===== config.mk =====
export PLATFORM = sky130hd
export DESIGN_NAME = eval_unit_arbiter_flat
export DESIGN_NICKNAME = d
export VERILOG_FILES = /design/src/rtl/eval_unit_arbiter_if.sv /design/src/rtl/eval_unit_arbiter.sv /design/src/flat_wrapper.sv
export SDC_FILE = /design/constraint.sdc
export NUM_CORES = 1
export LEC_CHECK = 0
export ABC_CLOCK_PERIOD_IN_PS = 3100
export CELL_PAD_IN_SITES_DETAIL_PLACEMENT = 2
export CELL_PAD_IN_SITES_GLOBAL_PLACEMENT = 2
export CORE_MARGIN = 4
export CORE_UTILIZATION = 24
export DETAILED_ROUTE_END_ITERATION = 6
export GPL_TIMING_DRIVEN = 0
export PLACE_DENSITY_LB_ADDON = 0.1
export REMOVE_ABC_BUFFERS = 1
export SYNTH_ARGS = -nofsm -noshare
export SYNTH_HDL_FRONTEND = slang
export SYNTH_SLANG_ARGS = --single-unit
export TNS_END_PERCENT = 5

===== constraint.sdc =====
create_clock -name clk -period 3.1 [get_ports clk]
set_clock_uncertainty 0.2 [all_clocks]
set_input_delay 0.62 -clock clk [delete_from_list [all_inputs] [get_ports clk]]
set_output_delay 0.62 -clock clk [all_outputs]
set_load 0.01 [all_outputs]

===== src/rtl/eval_unit_arbiter_if.sv =====
// Bundle of every handshake and data signal between the requester clients,
// the shared evaluation unit and the arbiter.
//   master : client / evaluation-unit side (drives requests, eu results, rsp_ready)
//   slave  : arbiter side (drives grants, eu operands, responses, status)
// Signals:
//   req_valid/req_ready       per-requester handshake, NREQ bits each
//   req_in1..3                packed operands, requester i at [i*W +: W]
//   eu_in1..3 / eu_out1..2    operands to / results from the evaluation unit
//   rsp_valid/rsp_ready       response handshake
//   rsp_id, rsp_out1..2       response tag and captured results
//   busy, done_cnt            status
interface eval_unit_arbiter_if #(
    parameter int NREQ = 4,
    parameter int W    = 3
);
    localparam int IDW = (NREQ > 1) ? $clog2(NREQ) : 1;

    logic [NREQ-1:0]   req_valid;
    logic [NREQ-1:0]   req_ready;
    logic [NREQ*W-1:0] req_in1;
    logic [NREQ*W-1:0] req_in2;
    logic [NREQ*W-1:0] req_in3;
    logic [W-1:0]      eu_in1;
    logic [W-1:0]      eu_in2;
    logic [W-1:0]      eu_in3;
    logic [W-1:0]      eu_out1;
    logic [W-1:0]      eu_out2;
    logic              rsp_valid;
    logic              rsp_ready;
    logic [IDW-1:0]    rsp_id;
    logic [W-1:0]      rsp_out1;
    logic [W-1:0]      rsp_out2;
    logic              busy;
    logic [15:0]       done_cnt;

    modport master (
        output req_valid, req_in1, req_in2, req_in3, eu_out1, eu_out2, rsp_ready,
        input  req_ready, eu_in1, eu_in2, eu_in3, rsp_valid, rsp_id,
               rsp_out1, rsp_out2, busy, done_cnt
    );

    modport slave (
        input  req_valid, req_in1, req_in2, req_in3, eu_out1, eu_out2, rsp_ready,
        output req_ready, eu_in1, eu_in2, eu_in3, rsp_valid, rsp_id,
               rsp_out1, rsp_out2, busy, done_cnt
    );
endinterface


===== src/rtl/eval_unit_arbiter.sv =====
// Round-robin arbiter/sequencer sharing one combinational 3-operand
// evaluation unit among NREQ requesters. One request is accepted at a time,
// its operands are registered and held on the unit, the two results are
// captured one cycle later and returned tagged with the requester index.
// Ports:
//   clk    single clock, rising edge
//   rst_n  asynchronous active-low reset
//   bus    eval_unit_arbiter_if.slave (request, unit and response signals)
//
// state | meaning
// ------+------------------------------------------------------------
// IDLE  | waiting for any req_valid; grant is combinational, accept on edge
// EVAL  | operand registers drive the unit; results captured on the edge
// RESP  | rsp_valid high, results and id held until rsp_ready
module eval_unit_arbiter #(
    parameter int NREQ = 4,
    parameter int W    = 3
) (
    input  logic               clk,
    input  logic               rst_n,
    eval_unit_arbiter_if.slave bus
);
    localparam int IDW = (NREQ > 1) ? $clog2(NREQ) : 1;
    localparam logic [IDW:0]   NREQ_W  = (IDW+1)'(NREQ);
    localparam logic [IDW-1:0] LAST_ID = IDW'(NREQ - 1);

    typedef enum logic [1:0] {
        IDLE = 2'd0,
        EVAL = 2'd1,
        RESP = 2'd2
    } state_t;

    state_t         state_q, state_d;
    logic [IDW-1:0] ptr_q, ptr_d;
    logic [IDW-1:0] id_q, id_d;
    logic [W-1:0]   op1_q, op1_d;
    logic [W-1:0]   op2_q, op2_d;
    logic [W-1:0]   op3_q, op3_d;
    logic [W-1:0]   res1_q, res1_d;
    logic [W-1:0]   res2_q, res2_d;
    logic [15:0]    done_cnt_q, done_cnt_d;

    logic            found;
    logic [IDW-1:0]  grant;
    logic [IDW:0]    cand_sum;
    logic [IDW-1:0]  ptr_nxt;
    logic [W-1:0]    sel_in1, sel_in2, sel_in3;
    logic [NREQ-1:0] req_ready_c;

    // Round-robin search starting at ptr; candidate index wraps modulo NREQ,
    // which also covers non-power-of-two requester counts.
    always_comb begin
        found    = 1'b0;
        grant    = '0;
        cand_sum = '0;
        for (int k = 0; k < NREQ; k++) begin
            cand_sum = {1'b0, ptr_q} + (IDW+1)'(k);
            if (cand_sum >= NREQ_W) begin
                cand_sum = cand_sum - NREQ_W;
            end
            if (!found && bus.req_valid[cand_sum[IDW-1:0]]) begin
                found = 1'b1;
                grant = cand_sum[IDW-1:0];
            end
        end
    end

    always_comb begin
        sel_in1     = '0;
        sel_in2     = '0;
        sel_in3     = '0;
        req_ready_c = '0;
        for (int k = 0; k < NREQ; k++) begin
            if (grant == IDW'(k)) begin
                sel_in1 = bus.req_in1[k*W +: W];
                sel_in2 = bus.req_in2[k*W +: W];
                sel_in3 = bus.req_in3[k*W +: W];
            end
            req_ready_c[k] = (state_q == IDLE) && found && (grant == IDW'(k));
        end
    end

    assign ptr_nxt = (grant == LAST_ID) ? '0 : grant + 1'b1;

    always_comb begin
        state_d    = state_q;
        ptr_d      = ptr_q;
        id_d       = id_q;
        op1_d      = op1_q;
        op2_d      = op2_q;
        op3_d      = op3_q;
        res1_d     = res1_q;
        res2_d     = res2_q;
        done_cnt_d = done_cnt_q;
        case (state_q)
            IDLE: begin
                if (found) begin
                    op1_d   = sel_in1;
                    op2_d   = sel_in2;
                    op3_d   = sel_in3;
                    id_d    = grant;
                    ptr_d   = ptr_nxt;
                    state_d = EVAL;
                end
            end
            EVAL: begin
                res1_d  = bus.eu_out1;
                res2_d  = bus.eu_out2;
                state_d = RESP;
            end
            RESP: begin
                if (bus.rsp_ready) begin
                    done_cnt_d = done_cnt_q + 16'd1;
                    state_d    = IDLE;
                end
            end
            default: state_d = IDLE;
        endcase
    end

    // done_cnt is rewritten every cycle (holding its value when idle) so the
    // register always reloads from its own current contents.
    always_ff @(posedge clk or negedge rst_n) begin
        if (!rst_n) begin
            state_q    <= IDLE;
            ptr_q      <= '0;
            id_q       <= '0;
            op1_q      <= '0;
            op2_q      <= '0;
            op3_q      <= '0;
            res1_q     <= '0;
            res2_q     <= '0;
            done_cnt_q <= '0;
        end else begin
            state_q    <= state_d;
            ptr_q      <= ptr_d;
            id_q       <= id_d;
            op1_q      <= op1_d;
            op2_q      <= op2_d;
            op3_q      <= op3_d;
            res1_q     <= res1_d;
            res2_q     <= res2_d;
            done_cnt_q <= done_cnt_d;
        end
    end

    assign bus.req_ready = req_ready_c;
    assign bus.eu_in1    = op1_q;
    assign bus.eu_in2    = op2_q;
    assign bus.eu_in3    = op3_q;
    assign bus.rsp_valid = (state_q == RESP);
    assign bus.rsp_id    = id_q;
    assign bus.rsp_out1  = res1_q;
    assign bus.rsp_out2  = res2_q;
    assign bus.busy      = (state_q != IDLE);
    assign bus.done_cnt  = done_cnt_q;
endmodule


===== src/flat_wrapper.sv =====
// flat-port wrapper written by rule: the top's interface ports become plain ports
module eval_unit_arbiter_flat 
#(
    parameter int NREQ = 4,
    parameter int W    = 3
)
  (clk, rst_n, bus_req_valid, bus_req_in1, bus_req_in2, bus_req_in3, bus_eu_out1, bus_eu_out2, bus_rsp_ready, bus_req_ready, bus_eu_in1, bus_eu_in2, bus_eu_in3, bus_rsp_valid, bus_rsp_id, bus_rsp_out1, bus_rsp_out2, bus_busy, bus_done_cnt);
  eval_unit_arbiter_if #(.NREQ(NREQ), .W(W)) bus_i ();
  input  logic clk;
  input  logic rst_n;
  input wire logic [$bits(bus_i.req_valid)-1:0] bus_req_valid;
  input wire logic [$bits(bus_i.req_in1)-1:0] bus_req_in1;
  input wire logic [$bits(bus_i.req_in2)-1:0] bus_req_in2;
  input wire logic [$bits(bus_i.req_in3)-1:0] bus_req_in3;
  input wire logic [$bits(bus_i.eu_out1)-1:0] bus_eu_out1;
  input wire logic [$bits(bus_i.eu_out2)-1:0] bus_eu_out2;
  input wire logic [$bits(bus_i.rsp_ready)-1:0] bus_rsp_ready;
  output wire logic [$bits(bus_i.req_ready)-1:0] bus_req_ready;
  output wire logic [$bits(bus_i.eu_in1)-1:0] bus_eu_in1;
  output wire logic [$bits(bus_i.eu_in2)-1:0] bus_eu_in2;
  output wire logic [$bits(bus_i.eu_in3)-1:0] bus_eu_in3;
  output wire logic [$bits(bus_i.rsp_valid)-1:0] bus_rsp_valid;
  output wire logic [$bits(bus_i.rsp_id)-1:0] bus_rsp_id;
  output wire logic [$bits(bus_i.rsp_out1)-1:0] bus_rsp_out1;
  output wire logic [$bits(bus_i.rsp_out2)-1:0] bus_rsp_out2;
  output wire logic [$bits(bus_i.busy)-1:0] bus_busy;
  output wire logic [$bits(bus_i.done_cnt)-1:0] bus_done_cnt;
  assign bus_i.req_valid = bus_req_valid;
  assign bus_i.req_in1 = bus_req_in1;
  assign bus_i.req_in2 = bus_req_in2;
  assign bus_i.req_in3 = bus_req_in3;
  assign bus_i.eu_out1 = bus_eu_out1;
  assign bus_i.eu_out2 = bus_eu_out2;
  assign bus_i.rsp_ready = bus_rsp_ready;
  assign bus_req_ready = bus_i.req_ready;
  assign bus_eu_in1 = bus_i.eu_in1;
  assign bus_eu_in2 = bus_i.eu_in2;
  assign bus_eu_in3 = bus_i.eu_in3;
  assign bus_rsp_valid = bus_i.rsp_valid;
  assign bus_rsp_id = bus_i.rsp_id;
  assign bus_rsp_out1 = bus_i.rsp_out1;
  assign bus_rsp_out2 = bus_i.rsp_out2;
  assign bus_busy = bus_i.busy;
  assign bus_done_cnt = bus_i.done_cnt;
  eval_unit_arbiter #(.NREQ(NREQ), .W(W)) u_core (.clk(clk), .rst_n(rst_n), .bus(bus_i));
endmodule

==> metrics.md <==
| Metric | Value |
|---|---|
| Run status | complete, no violations |
| Power density over the cells | 792 mW/mm² |
| Cell area after synthesis | 0.00201 mm² |
| Commonest non-fill, non-tap cell in the layout | clkdlybuf4s50_1 |
| Placed instance area | 0.00296 mm² |
| CTS H-tree lvls | 2 |
| Critical path startpoint category | primary input |
| Worst slew pin tran | 0.811 ns |
| Period Utilization, post-route | 99.1% |
| Area of the multi-input gates | 0.00106 mm² |
| M1 wire length | 2620 µm |
| Root buffer cell | clkbuf_8 |
| Starting DRT DRC Count | 29 |
| Max Cap Viol | 0 |
| ANT nets after route | 0 |
| Most frequent cells in the layout | clkdlybuf4s50_1 (80), dfrtp_1 (36), a21oi_1 (20) |
| Final WL | 6310 µm |
| GRT overflow | 0 |
| Unique masters post-synth | 35 |
| Layout Cell Area excl Fill | 0.00317 mm² |
| Overall Global Routing Usage | 13.2% |
| Crit Path Max Fanout | 5 |
| Fillers | 869 |
| Unrepaired setup endpoints after global routing | yes |
| Die height | 99.4 µm |
| Initial antenna violation count | 0 |
| CTS hold repair buffers | 0 |
| Routed wl met2 | 3130 µm |
| Critical Path AT | 2.25 ns |
| Max Root-Sink Buffers | 2 |
| Core box area | 0.00818 mm² |
| DR vias | 1845 |
| CTS Buf Count | 5 |
| CTS tree | built |
| Placed instance count | 383 |
| Highest routed layer | met4 |
| Endpoints failing hold | 0 |
| Vias in the first global route | 2088 |
| Reg area | 927 µm² |
| Mean routed wirelength per cell | 15.9 µm |
| CTS sink cnt | 37 |
| Final Slew Violations | 0 |
| CP Capture Type | primary output |
| Worst R2R Path Depth | 11 |
| Post-Syn Instances | 201 |
| Area share of the largest cell type after synthesis | 46.1% |
| Pwr Total | 2510 µW |
| Fin cells | 398 |
| Nets | 346 |
| Chip width | 99.4 µm |
| Main synth FF type | dfrtp_1 |
| Ports | 88 |
| Post-DP HPWL | 4540 µm |
| # port buffers | 87 |
| Starting Density | 24.5% |
| Diodes inserted | 0 |
| Clock-pin slew on the worst setup and hold paths | 0.08 ns |
| DIE AREA | 0.00989 mm² |
| Warnings from Yosys | 0 |
| Drt drc | 0 |
| Crit path required time | 2.28 ns |
| Share of layout cells above drive strength 1 | 19.1% |
| LEAKAGE | 0.00133 µW |
| Largest cells by area after synthesis | dfrtp_1 (46%), a21oi_1 (5.5%), mux2_2 (5.0%), xnor2_1 (4.8%), a21oi_2 (3.9%) |
| FMAX | 0.325 GHz |
| Seq/Total Area, Yosys | 46.1% |
| Top cell type by total area after synthesis | dfrtp_1 |
| Routed met3 length | 491 µm |
| # setup viols final | 0 |
| Hold WS | 0.0103 ns |
| Syn Area/Cell | 9.98 µm² |
| Vias per inst | 4.64 |
| 1st-pass router iterations | 4 |
| Synth-to-layout area growth | 57.7% |
| Worst-Skew Late Latency | 0.29 ns |
| Shortest period the worst path allows | 3.07 ns |
| Number of flops mapped to enable cells by yosys | 0 |
| Maximum vdd drop | 0.224 mV |
| First-pass GRT wire length | 10500 µm |
| GP Congestion | 0.668 |
| Hold Path Class | primary input to asynchronous set/reset pin |
| #FFs+latches synth | 37 |
| Setup CP Type | primary input to primary output |
| Relative slew slack | 45.9% |
| Largest net degree at the start of global routing | 28 |
| Number of placement rows | 33 |
| Post-synth ARST share | 100% |
==> timing repair <==
| item | CTS | global route |
|---|---|---|
| gates resized for setup | 31 | 3 |
| pin swaps | 5 | 1 |
| cloned | 1 | 0 |
| setup buffers | 6 | 0 |
| endpoints found under the setup margin | 12 | 3 |
==> worst max-delay path, cell delays in order <==
cell and delay [ns]:
clkdlybuf4s15_2 0.22, mux2i_1 0.14, nor2_1 0.09, nor3_4 0.17, buf_4 0.18, inv_2 0.07, ha_4 0.16, and2_1 0.13
clkdlybuf4s50_1 0.47
==> registers in the layout, summed over array words and instances (netlist names) <==
| signal | flops |
|---|---|
| u_core.bus.eu_in1 | 3 |
| u_core.state_q | 2 |
| u_core.ptr_q | 2 |
| u_core.bus.rsp_out2 | 3 |
| u_core.bus.eu_in3 | 3 |
| u_core.bus.eu_in2 | 3 |
| u_core.bus.done_cnt | 16 |
| u_core.bus.rsp_id | 2 |
| u_core.bus.rsp_out1 | 3 |
==> cells in the mapped netlist, drive strengths merged, types with 3 or more instances <==
library cell / count
a21oi: 31
a22oi: 9
and2: 4
buf: 6
clkbuf: 5
dfrtp: 37
ha: 5
inv: 13
mux2: 9
nand2: 17
nand2b: 3
nand3: 4
nor2: 15
nor3: 3
o21ai: 11
xnor2: 11
xor2: 4
==> metal layers <==
metal,up-vias,global-route usage [%]
met5,-,0
met4,0,3.15
met2,58,23.0
met1,917,15.9
li1,865,-
met3,5,4.21
==> area by class of cell <==
class                           instances  share of cell area [%]
Clock inverter                          2                   0.316
Multi-Input combinational cell        141                    33.4
Timing Repair Buffer                   94                    29.0
Inverter                               13                    1.54
Sequential cell                        37                    29.3
Tap cell                              105                    4.15
Clock buffer                            6                    2.29
==> stage by stage <==
step	util [%]	setup slack (ns)	setup TNS (ns)
finish	38.7	0.0271	0
global route	38.7	-0.0838	-0.139
CTS	38.7	-0.0187	-0.0187
detailed placement	36.2	-0.974	-6.56
global placement	36.1	-0.930	-5.88
floorplan	-	0.486	0
==> where the power goes <==
group          internal [µW]  switching, µW
logic                    707            673
clock network            156            182
registers                656            131
total                   1520            986
==> logic make-up after synthesis <==
family                     Yosys count  synth area share [%]
AOI/OAI and AO/OA                   54                  16.6
xor gates and xnor gates            15                  6.55
adders and majority gates            5                  3.12
buffers and inverters               24                  5.49
DFF                                 37                  46.1
muxes                               10                  5.55
and+or+nand+nor                     56                  16.6
==> worst paths after layout <==
| path | start | to | slack (ns) |
|---|---|---|---|
| worst max-delay path | bus_req_valid[2] | bus_req_ready[0] | 0.03 |
| worst min-delay path | rst_n | u_core.bus.rsp_out1[2] | 0.01 |
| worst max register to register | u_core.ptr_q[1] | u_core.bus.eu_in1[0] | 0.71 |
| worst min register to register | u_core.bus.done_cnt[15] | u_core.bus.done_cnt[15] | 0.28 |
| max in group asynchronous | rst_n | u_core.bus.eu_in3[0] | 2.24 |
| min in group clk | u_core.bus.done_cnt[15] | u_core.bus.done_cnt[15] | 0.28 |
Note: power is estimated with default switching activity, not from simulation.
